### src/rtl/seq_adder.sv
// Multi-cycle adder/subtractor: CHUNK bits per clock, carry held
// in a register between chunks, START/BUSY/DONE handshake.

module seq_adder_ha (
  input  logic a,
  input  logic b,
  output logic s,
  output logic c
);
  assign s = a ^ b;
  assign c = a & b;
endmodule

module seq_adder_fa (
  input  logic a,
  input  logic b,
  input  logic ci,
  output logic s,
  output logic co
);
  logic s1, c1, c2;

  seq_adder_ha u_ha0 (.a(a),  .b(b),  .s(s1), .c(c1));
  seq_adder_ha u_ha1 (.a(s1), .b(ci), .s(s),  .c(c2));

  assign co = c1 | c2;
endmodule

module seq_adder_chunk #(
  parameter int CHUNK = 4
) (
  input  logic [CHUNK-1:0] a,
  input  logic [CHUNK-1:0] b,
  input  logic             ci,
  output logic [CHUNK-1:0] sum,
  output logic             co,
  output logic             cm
);
  logic [CHUNK:0] c;

  assign c[0] = ci;

  for (genvar i = 0; i < CHUNK; i++) begin : g_bit
    seq_adder_fa u_fa (
      .a  (a[i]),
      .b  (b[i]),
      .ci (c[i]),
      .s  (sum[i]),
      .co (c[i+1])
    );
  end

  assign co = c[CHUNK];
  // carry into the chunk MSB, used for signed overflow
  assign cm = c[CHUNK-1];
endmodule

module seq_adder #(
  parameter int WIDTH = 16,
  parameter int CHUNK = 4
) (
  input  logic             CLK,
  input  logic             RST,
  input  logic             START,
  input  logic             SUB,
  input  logic [WIDTH-1:0] A,
  input  logic [WIDTH-1:0] B,
  input  logic             CIN,
  output logic             BUSY,
  output logic             DONE,
  output logic [WIDTH-1:0] OUT,
  output logic             CY,
  output logic             OVF
);
  localparam int N  = WIDTH / CHUNK;
  localparam int CW = (N > 1) ? $clog2(N) : 1;

  typedef enum logic [1:0] {
    IDLE,
    RUN,
    FIN
  } state_t;

  state_t           state;
  logic [WIDTH-1:0] a_q;
  logic [WIDTH-1:0] b_q;
  logic [WIDTH-1:0] a_nxt;
  logic [WIDTH-1:0] b_nxt;
  logic [WIDTH-1:0] res_full;
  logic             cy_q;
  logic [CW-1:0]    cnt;
  logic [CHUNK-1:0] sum;
  logic             co;
  logic             cm;
  logic             last;

  seq_adder_chunk #(.CHUNK(CHUNK)) u_chunk (
    .a   (a_q[CHUNK-1:0]),
    .b   (b_q[CHUNK-1:0]),
    .ci  (cy_q),
    .sum (sum),
    .co  (co),
    .cm  (cm)
  );

  assign last = (cnt == CW'(N - 1));

  if (N == 1) begin : g_one
    assign a_nxt    = a_q;
    assign b_nxt    = b_q;
    assign res_full = sum;
  end else begin : g_multi
    // upper chunks collected so far, LS chunk lowest
    logic [WIDTH-CHUNK-1:0] res_q;

    assign a_nxt    = {{CHUNK{1'b0}}, a_q[WIDTH-1:CHUNK]};
    assign b_nxt    = {{CHUNK{1'b0}}, b_q[WIDTH-1:CHUNK]};
    assign res_full = {sum, res_q};

    always_ff @(posedge CLK) begin
      if (RST)
        res_q <= '0;
      else if (state == RUN)
        res_q <= res_full[WIDTH-1:CHUNK];
    end
  end

  always_ff @(posedge CLK) begin
    if (RST) begin
      state <= IDLE;
      a_q   <= '0;
      b_q   <= '0;
      cy_q  <= 1'b0;
      cnt   <= '0;
      BUSY  <= 1'b0;
      DONE  <= 1'b0;
      OUT   <= '0;
      CY    <= 1'b0;
      OVF   <= 1'b0;
    end else begin
      unique case (state)
        IDLE: begin
          DONE <= 1'b0;
          if (START) begin
            a_q   <= A;
            b_q   <= SUB ? ~B : B;
            cy_q  <= CIN ^ SUB;
            cnt   <= '0;
            BUSY  <= 1'b1;
            state <= RUN;
          end
        end
        RUN: begin
          a_q  <= a_nxt;
          b_q  <= b_nxt;
          cy_q <= co;
          cnt  <= cnt + 1'b1;
          if (last) begin
            OUT   <= res_full;
            CY    <= co;
            OVF   <= cm ^ co;
            BUSY  <= 1'b0;
            DONE  <= 1'b1;
            state <= FIN;
          end
        end
        FIN: begin
          DONE  <= 1'b0;
          state <= IDLE;
        end
        default: begin
          BUSY  <= 1'b0;
          DONE  <= 1'b0;
          state <= IDLE;
        end
      endcase
    end
  end
endmodule

### config.mk
export PLATFORM = sky130hd
export DESIGN_NAME = seq_adder
export DESIGN_NICKNAME = d
export VERILOG_FILES = /design/src/rtl/seq_adder.sv
export SDC_FILE = /design/constraint.sdc
export NUM_CORES = 1
export LEC_CHECK = 0
export CORE_MARGIN = 2
export CORE_UTILIZATION = 50
export DETAILED_ROUTE_END_ITERATION = 12
export GPL_ROUTABILITY_DRIVEN = 0
export PLACE_DENSITY = 0.78
export SLEW_MARGIN = 0
export SYNTH_ARGS = -nofsm -noshare
export SYNTH_HDL_FRONTEND = slang
export SYNTH_SLANG_ARGS = --single-unit
### constraint.sdc
create_clock -name CLK -period 5.12 [get_ports CLK]
set_clock_uncertainty 0.2 [all_clocks]
set_input_delay 1.536 -clock CLK [delete_from_list [all_inputs] [get_ports CLK]]
set_output_delay 1.536 -clock CLK [all_outputs]
set_load 0.005 [all_outputs]
==> summary.txt, run 1 <==
outcome: finished clean
critical path arrival: 3.60 ns
Worst-Skew Late Latency: 0.34 ns
fin crit share: 0.6923
sequential share of the synthesized area: 0.4806
detailed-placement wirelength estimate: 3.883 mm
Post-Route WL: 5.797 mm
synth top area cells: dfxtp_1 (48%), nand2_1 (6.5%), a22oi_1 (5.5%), a21oi_1 (4.7%), nor2_1 (4.6%)
die footprint: 6370 um2
fmax: 0.2821 GHz
Max stage delay on crit path: 0.71 ns
Hold Path Class: reg2reg
Yosys reg bits: 69
CTS Hold Bufs: 0
fraction of synthesized area in multiplexers: 0
Fillers: 484
Port Buffer Count: 56
critical path startpoint category: primary input
leakage power: 1.251 nW
syn avg cell area: 9.038 um2
htree depth: 3
worst-margin pin slew: 1.120 ns
Yosys top cell area share: 0.4806
Crit Path Max Fanout: 13
synth-to-layout area growth: 25.77%
YS warnings: 0
Area after DPL: 3374 um2
Pwr Density: 347.5 nW/um2
clock tree buffer depth: 2
total power: 1.256 mW
Design Area, Final: 3615 um2
grt total ovfl: 0
max-capacitance violation count: 0
core area: 5540 um2
Initial Utilization: 0.5187
Setup-failing EPs final: 0
largest area contributor in the netlist: dfxtp_1
chip height: 79.82 um
first-pass GRT wire length: 9.749 mm
Async SR Flop Fraction: 0
Final Hold Fails: 0
area share of fa/ha/maj cells after synthesis: 0.03222
total global-route track usage: 0.1964
CTS tree: done
Critical Path, Cell by Cell: clkdlybuf4s50_1, nor3b_2, nand2b_1, o22ai_1
CTS clock-pin slew for the worst setup and hold paths: 0.07 ns
pin count of the biggest net entering global routing: 70
Setup crit end kind: register
CTS resizes: 0
Die Span X: 79.82 um
largest family of logic cells by synthesized area: compound AO/OA/AOI/OAI gates
Netlist cell types: 31
layout cells sized above 1: 0.06593
XOR/XNOR share of the synthesized area: 0.05485
Core Util, Final: 0.6524
First-pass DRT Iterations: 4
Num CTS Buffers: 9
Crit path required time: 5.17 ns
slowest stage cell, crit path: clkdlybuf4s50_1
Routed Antenna Nets: 0
peak supply drop: 0.0001786 V
Mapped Cells: 318
Sink Count: 69
syn_nets: 360
pre-CTS worst setup slack: 1.240 ns
vias in the first global route: 2,168
Mapped Area: 2874 um2
via/cell ratio: 5.312
Slew headroom: 0.2499
simple-gate portion of the synthesized area: 0.1358
setup ws final: 1.576 ns
Wirelength per Cell: 13.30 um
TNS Setup: 0 ns
Slew Viols, Final: 0
DR vias: 2,316
crit path kind: in2reg
Post-route DRC: 0
initial detailed-routing violation count: 155
RSZ-0062 raised after global routing: false
antenna diode count: 0
ys flop type: dfxtp_1
number of synthesized flops with an enable pin: 0
final-stage net count: 401
complex-gate fraction of the synthesized area: 0.2303
top-level I/O count: 57
Core Rows: 27
post-CTS setup buffer count: 0
Root Buffer: clkbuf_8
Final min period: 3.544 ns
antenna violations before repair: 0
==> through the flow <==
| step | hold WS (ns) | std cells |
|---|---|---|
| floorplan | 0.2321 | 318 |
| global placement | 0.2423 | 420 |
| detailed placement | 0.2473 | 420 |
| CTS | 0.2569 | 436 |
| global route | 0.2671 | 436 |
| finish | 0.2534 | 436 |
==> final cells by class <==
| type | instances | area (um2) | area share |
|---|---|---|---|
| inverters | 10 | 37.54 | 0.01038 |
| well taps | 72 | 90.09 | 0.02492 |
| multi-input cells | 212 | 1303 | 0.3603 |
| flip-flops and latches | 69 | 1381 | 0.3821 |
| repair buffers | 57 | 563.0 | 0.1558 |
| clock buffers | 12 | 145.1 | 0.04015 |
| clock inverters | 4 | 95.09 | 0.02631 |
==> cell usage in the layout (no fill, tap or decap) <==
master           instances
nand2_1                 50
or2b_1                   1
a211oi_1                13
clkdlybuf4s50_1         55
a21oi_1                 27
a22oi_1                 21
o2bb2ai_1                7
o21bai_4                 1
and3b_1                  1
ha_1                     1
buf_2                    1
dfxtp_1                 69
inv_1                   10
a2bb2oi_1                1
buf_4                    1
a221oi_1                 2
bufinv_16                3
nand3b_2                 1
clkinv_2                 1
o21ai_0                  1
nor3b_2                  1
clkbuf_1                 2
o22ai_1                 18
nor2b_2                  1
clkbuf_8                10
xor2_1                   4
o21ba_2                  1
nand2b_1                 2
nor2_1                  35
nor3_1                   2
xnor2_1                 14
fa_1                     4
a211oi_2                 3
==> path summary, 6_finish.rpt <==
kind         slack (ns)        startpoint  depth (start not counted)           endpoint
max                1.58             START                          4             b_q[1]
min                0.25  g_multi.res_q[3]                          2             OUT[3]
max reg2reg        2.52            a_q[0]                          8  g_multi.res_q[11]
min reg2reg        0.25  g_multi.res_q[3]                          2             OUT[3]
==> where the power goes <==
part           leakage, nW  switching, mW  internal (mW)
logic                0.567         0.0715         0.0701
clock network        0.121          0.192          0.337
registers            0.564         0.0203          0.565
==> metal layers <==
layer	vias to the layer above	track usage	share of wire
met5	-	0	0
met3	9	0.05090	0.037
met2	54	0.3168	0.47
li1	1180	-	-
met1	1073	0.2541	0.48
met4	0	0.07119	0.014
==> synth_stat cells, drive strengths merged, types with 4 or more instances <==
cell type,number
o2bb2ai,7
dfxtp,69
o22ai,18
inv,10
a21oi,27
clkbuf,6
buf,21
nor2,35
xnor2,14
nand2,50
a211oi,16
xor2,4
a22oi,21
fa,4
==> sequential cells by signal, summed over array words and instances (netlist names) <==
name           flops
cnt                2
OUT               16
a_q               16
state              2
BUSY               1
CY                 1
g_multi.res_q     12
OVF                1
DONE               1
b_q               16
cy_q               1
==> critical path, delay by kind of cell <==
| family | cells | cell delay (ns) |
|---|---|---|
| AOI/OAI and AO/OA | 1 | 0.28 |
| and+or+nand+nor | 2 | 1.07 |
| buffers and inverters | 1 | 0.71 |
==> kinds of logic (layout without fill, tap and decap cells) <==
family | Yosys count | in the layout
compound gates | 95 | 95
xor+xnor | 18 | 18
fa+ha+maj | 5 | 5
buf+inv | 37 | 83
flops | 69 | 69
simple gates | 94 | 94
No activity file was read; power rests on OpenSTA's default activity.
==> inputs of run 2 (changes only) <==
--- a/config.mk
+++ b/config.mk
@@ -6,10 +6,10 @@
 export NUM_CORES = 1
 export LEC_CHECK = 0
 export CORE_MARGIN = 2
-export CORE_UTILIZATION = 50
+export CORE_UTILIZATION = 46
 export DETAILED_ROUTE_END_ITERATION = 12
 export GPL_ROUTABILITY_DRIVEN = 0
-export PLACE_DENSITY = 0.78
+export PLACE_DENSITY = 0.75
 export SLEW_MARGIN = 0
 export SYNTH_ARGS = -nofsm -noshare
 export SYNTH_HDL_FRONTEND = slang
==> constraint.sdc (replaced) <==
create_clock -name CLK -period 3.2 [get_ports CLK]
set_clock_uncertainty 0.2 [all_clocks]
set_input_delay 0.96 -clock CLK [delete_from_list [all_inputs] [get_ports CLK]]
set_output_delay 0.96 -clock CLK [all_outputs]
set_load 0.005 [all_outputs]
==> run 2 against run 1 <==
Flip-flop and latch count did not move. Combinational power rose by 63%. Hold slack got worse by 0.0016 ns. Largest cell class unchanged. Critical endpoint is now g_multi.res_q[11]. Critical path type is now reg2reg.
==> summary.txt, run 2 (same netlist as run 1, synthesis figures left out) <==
htree depth: 3 (unchanged)
commonest non-fill, non-tap cell in the layout: dfxtp_1
grt total ovfl: 0 (unchanged)
Num CTS Buffers: 9 (unchanged)
Hold Path Class: reg2reg
synth-to-layout area growth: 26.51%
chip height: 83.05 um (+4.0%)
first-pass GRT wire length: 10.09 mm (+3.5%)
detailed-placement wirelength estimate: 4.082 mm (+5.1%)
layout cells sized above 1: 0.07629 (+0.01036)
Crit path required time: 3.25 ns (-1.92 ns)
total global-route track usage: 0.1799 (-0.01655)
slowest stage cell, crit path: fa_1
Critical Path, Cell by Cell: inv_1, fa_1, inv_1, fa_1, fa_1, inv_1, fa_1, a211oi_1
outcome: finished clean
max-capacitance violation count: 0 (unchanged)
leakage power: 1.266 nW (+1.2%)
Initial Utilization: 0.4797 (-0.03900)
fin crit share: 0.8066
First-pass DRT Iterations: 4 (unchanged)
Hold WS: 0.2518 ns (-0.001595 ns)
critical path arrival: 2.63 ns (-0.97 ns)
Setup-failing EPs final: 0 (unchanged)
vias in the first global route: 2,148 (-0.92%)
Final Hold Fails: 0 (unchanged)
Final min period: 2.581 ns
Design Area, Final: 3636 um2 (+0.59%)
RSZ-0062 raised after global routing: false
Wirelength per Cell: 13.46 um (+1.2%)
DR vias: 2,313 (-0.13%)
CTS clock-pin slew for the worst setup and hold paths: 0.06 ns (about the same)
Routed Antenna Nets: 0 (unchanged)
clock tree buffer depth: 2 (unchanged)
peak supply drop: 0.0002826 V (+58%)
Die Span X: 83.05 um (+4.0%)
Pwr Density: 548.3 nW/um2 (+58%)
core area: 5991 um2 (+8.1%)
top-level I/O count: 57 (unchanged)
Crit path max-delay family: adder cells
via/cell ratio: 5.233 (-1.5%)
Crit Path Max Fanout: 2 (-11)
Area after DPL: 3408 um2 (+1.0%)
CTS resizes: 0 (unchanged)
Setup crit end kind: register
antenna violations before repair: 0 (unchanged)
critical path startpoint category: register
Root Buffer: clkbuf_8
antenna diode count: 0 (unchanged)
Port Buffer Count: 56 (unchanged)
Buf+Inv Stages, Crit Path: 3 (+2)
pin count of the biggest net entering global routing: 49 (-30%)
most frequent cells in the layout: dfxtp_1 (69), clkdlybuf4s50_1 (55), nand2_1 (50)
Max stage delay on crit path: 0.48 ns (-0.23 ns)
post-CTS setup buffer count: 0 (unchanged)
Post-route DRC: 0 (unchanged)
fmax: 0.3874 GHz
CTS tree: done
cell mode on critical path: fa_1
initial detailed-routing violation count: 169 (+9.0%)
Sink Count: 69 (unchanged)
Slew headroom: 0.4664 (+0.2166)
TNS Setup: 0 ns (unchanged)
final-stage net count: 405 (+1.0%)
crit path kind: reg2reg
Worst-Skew Late Latency: 0.34 ns (about the same)
Core Rows: 28 (+3.7%)
Slew Viols, Final: 0 (unchanged)
CTS Hold Bufs: 0 (unchanged)
die footprint: 6896 um2 (+8.3%)
worst-margin pin slew: 0.8004 ns (-0.3198 ns)
Post-Route WL: 5.948 mm (+2.6%)
largest registers: OUT (16), a_q (16), b_q (16)
==> run 2: cell count changes in the layout (fill, tap and decap cells not counted), sizes merged <==
cell    delta
clkbuf     -2
clkinv     +1
buf        +4
==> run 2: per-layer routing <==
metal / part of all wire / up-vias / track usage
li1: - / 1186 / -
met4: 0.011 / 0 / 0.05365
met1: 0.48 / 1060 / 0.2393
met3: 0.043 / 7 / 0.05368
met2: 0.47 / 60 / 0.2830
met5: 0 / - / 0
==> run 2: path summary, 6_finish.rpt <==
| check | cells past startpoint | to | slack (ns) | from |
|---|---|---|---|---|
| worst max-delay path | 8 | g_multi.res_q[11] | 0.62 | a_q[0] |
| worst max register to register | 8 | g_multi.res_q[11] | 0.62 | a_q[0] |
| worst min-delay path | 2 | OUT[14] | 0.25 | OUT[14] |
| worst min register to register | 2 | OUT[14] | 0.25 | OUT[14] |
==> run 2: area by class of cell <==
class,count,area (um2)
fill,535,2355
clock inverter,5,100.1
multi-input combinational,212,1303
sequential,69,1381
tap,75,93.84
inverter,10,37.54
clock buffer,10,127.6
timing repair buffer,61,593.1
==> run 2: where the power goes <==
group / internal [mW] / total (mW) / switching (mW)
clock network: 0.511 / 0.824 / 0.313
logic: 0.116 / 0.232 / 0.115
registers: 0.904 / 0.938 / 0.0337
total: 1.53 / 1.99 / 0.462
==> run 2: stage by stage <==
| stage | worst slack, ns | cells | power, mW | utilization |
|---|---|---|---|---|
| 2_1_floorplan | 0.7696 | 318 | 1.110 | - |
| 3_3_place_gp | 0.4312 | 427 | 1.183 | 0.5689 |
| 3_5_place_dp | 0.3721 | 427 | 1.189 | 0.5689 |
| 4_1_cts | 0.5913 | 442 | 2.005 | 0.6069 |
| 5_1_grt | 0.4296 | 442 | 2.073 | 0.6069 |
| 6_report | 0.6189 | 442 | 1.994 | 0.6069 |
==> run 2: tightest hold or removal path, cell delays in order (launching register included) <==
cell and delay (ns):
dfxtp_1 0.31, nand2_1 0.05, a21oi_1 0.05
==> inputs of run 3 (changes only) <==
--- a/config.mk
+++ b/config.mk
@@ -6,10 +6,10 @@
 export NUM_CORES = 1
 export LEC_CHECK = 0
 export CORE_MARGIN = 2
-export CORE_UTILIZATION = 46
+export CORE_UTILIZATION = 50
 export DETAILED_ROUTE_END_ITERATION = 12
 export GPL_ROUTABILITY_DRIVEN = 0
-export PLACE_DENSITY = 0.75
+export PLACE_DENSITY = 0.78
 export SLEW_MARGIN = 0
 export SYNTH_ARGS = -nofsm -noshare
 export SYNTH_HDL_FRONTEND = slang
==> constraint.sdc (replaced) <==
create_clock -name CLK -period 2.7 [get_ports CLK]
set_clock_uncertainty 0.2 [all_clocks]
set_input_delay 0.81 -clock CLK [delete_from_list [all_inputs] [get_ports CLK]]
set_output_delay 0.81 -clock CLK [all_outputs]
set_load 0.005 [all_outputs]
==> run 3 against run 2 <==
Cell count is 0.23% lower. Global-route usage is 2.0 points higher. Sequential share of layout area is 0.30 points lower. Total power is 21% higher. Clock-buffer cell count stayed put. Flip-flop and latch count stayed put. Combinational power is 20% higher. Fmax is 2.6% higher. Setup slack worse by 0.43 ns. Register-to-register slack worse by 0.43 ns.
==> summary.txt, run 3 (same netlist as run 1, synthesis figures left out) <==
hold path startpoint: g_multi.res_q[1]
total global-route track usage: 0.2001 (+0.02029)
CTS clock-pin slew for the worst setup and hold paths: 0.08 ns (+0.02 ns)
Routed Antenna Nets: 0 (unchanged)
Setup crit end kind: register
Die Span X: 79.82 um (-3.9%)
grt total ovfl: 0 (unchanged)
first-pass GRT wire length: 9.749 mm (-3.4%)
Design Area, Final: 3665 um2 (+0.79%)
Slew Viols, Final: 0 (unchanged)
clock tree buffer depth: 2 (unchanged)
CTS tree: done
most frequent cells in the layout: dfxtp_1 (69), clkdlybuf4s50_1 (55), nand2_1 (50)
r2r endpoint: g_multi.res_q[11]
RSZ-0062 raised after global routing: false
Port Buffer Count: 56 (unchanged)
CTS resizes: 0 (unchanged)
post-CTS setup buffer count: 0 (unchanged)
commonest non-fill, non-tap cell in the layout: dfxtp_1
Post-Route WL: 5.869 mm (-1.3%)
Layout Cells excl Fill: 441 (-0.23%)
synth-to-layout area growth: 27.51%
Hold Path Class: reg2reg
worst-margin pin slew: 0.6142 ns (-0.1862 ns)
Pwr Density: 658.1 nW/um2 (+20%)
fmax: 0.3977 GHz (+2.6%)
Core Rows: 27 (-3.6%)
layout cells sized above 1: 0.08943 (+0.01314)
cell count after placement: 425 (-0.47%)
core area: 5540 um2 (-7.5%)
total power: 2.412 mW (+21%)
critical path arrival: 2.58 ns (-0.05 ns)
Crit Path Max Fanout: 2 (unchanged)
largest registers: OUT (16), a_q (16), b_q (16)
htree depth: 3 (unchanged)
crit path kind: reg2reg
Root Buffer: clkbuf_8
initial detailed-routing violation count: 197 (+17%)
Endpoint, Worst Hold: OUT[1]
Num CTS Buffers: 9 (unchanged)
leakage power: 1.273 nW (+0.50%)
peak supply drop: 0.0005074 V (+80%)
Wirelength per Cell: 13.31 um (-1.1%)
TNS Setup: 0 ns (unchanged)
Final min period: 2.515 ns (-0.06652 ns)
outcome: finished clean
final-stage net count: 406 (+0.25%)
chip height: 79.82 um (-3.9%)
Hold WS: 0.2532 ns (+0.001418 ns)
detailed-placement wirelength estimate: 4.046 mm (-0.88%)
WHS Path Cells: 2 (unchanged)
Worst-Skew Late Latency: 0.34 ns (about the same)
pre-CTS worst setup slack: 0.007305 ns (-0.3648 ns)
CTS Hold Bufs: 0 (unchanged)
reg2reg start: a_q[0]
Setup-failing EPs final: 0 (unchanged)
antenna diode count: 0 (unchanged)
critical path startpoint category: register
fin crit share: 0.9313 (+0.1247)
Crit path required time: 2.76 ns (-0.49 ns)
First-pass DRT Iterations: 4 (unchanged)
Post-route DRC: 0 (unchanged)
Slew headroom: 0.5900 (+0.1236)
max-capacitance violation count: 0 (unchanged)
Core Util, Final: 0.6615 (+0.05454)
Area after DPL: 3412 um2 (+0.11%)
FF-to-FF setup slack: 0.19 ns (-0.43 ns)
Final Hold Fails: 0 (unchanged)
DR vias: 2,359 (+2.0%)
vias in the first global route: 2,143 (-0.23%)
R2R depth: 8 (unchanged)
Fillers: 454 (-15%)
Sink Count: 69 (unchanged)
die footprint: 6370 um2 (-7.6%)
pin count of the biggest net entering global routing: 43 (-12%)
setup ws final: 0.1855 ns (-0.4335 ns)
Initial Utilization: 0.5187 (+0.03900)
antenna violations before repair: 0 (unchanged)
via/cell ratio: 5.349 (+2.2%)
top-level I/O count: 57 (unchanged)
[run 3: how the worst max path moves through the flow]
| stage | start | endpoint | slack (ns) | depth (start not counted) |
|---|---|---|---|---|
| after CTS | a_q[0] | g_multi.res_q[11] | 0.12 | 8 |
| after detailed placement | START | b_q[2] | 0.007 | 4 |
| after global placement | START | b_q[0] | 0.07 | 4 |
| after global routing | cy_q | OVF | 0.03 | 10 |
| final | a_q[0] | g_multi.res_q[11] | 0.19 | 8 |
| after floorplan | cy_q | g_multi.res_q[11] | 0.27 | 8 |
[run 3: final cells by class]
cell class / instances / area (um2) / area share
sequential: 69 / 1381 / 0.3769
multi-input combinational: 212 / 1308 / 0.3568
timing repair buffer: 62 / 600.6 / 0.1639
clock buffer: 10 / 137.6 / 0.03756
clock inverter: 6 / 110.1 / 0.03004
tap: 72 / 90.09 / 0.02458
inverter: 10 / 37.54 / 0.01024
[run 3: critical path: stages (launching register included)]
cell      delay [ns]
dfxtp_1         0.30
inv_1           0.09
fa_1            0.19
inv_1           0.06
fa_1            0.45
fa_2            0.41
inv_1           0.09
fa_2            0.45
a211oi_1        0.19
[run 3: metal layers]
metal / vias to the layer above / part of all wire / global-route usage
met5: - / 0 / 0
met4: 0 / 0.021 / 0.08983
met3: 14 / 0.043 / 0.05543
met2: 52 / 0.48 / 0.3193
met1: 1108 / 0.46 / 0.2525
li1: 1185 / - / -
[run 3: report_power, final]
part | switching (mW) | internal (mW)
Combinational | 0.139 | 0.140
Clock | 0.387 | 0.637
Sequential | 0.0377 | 1.07
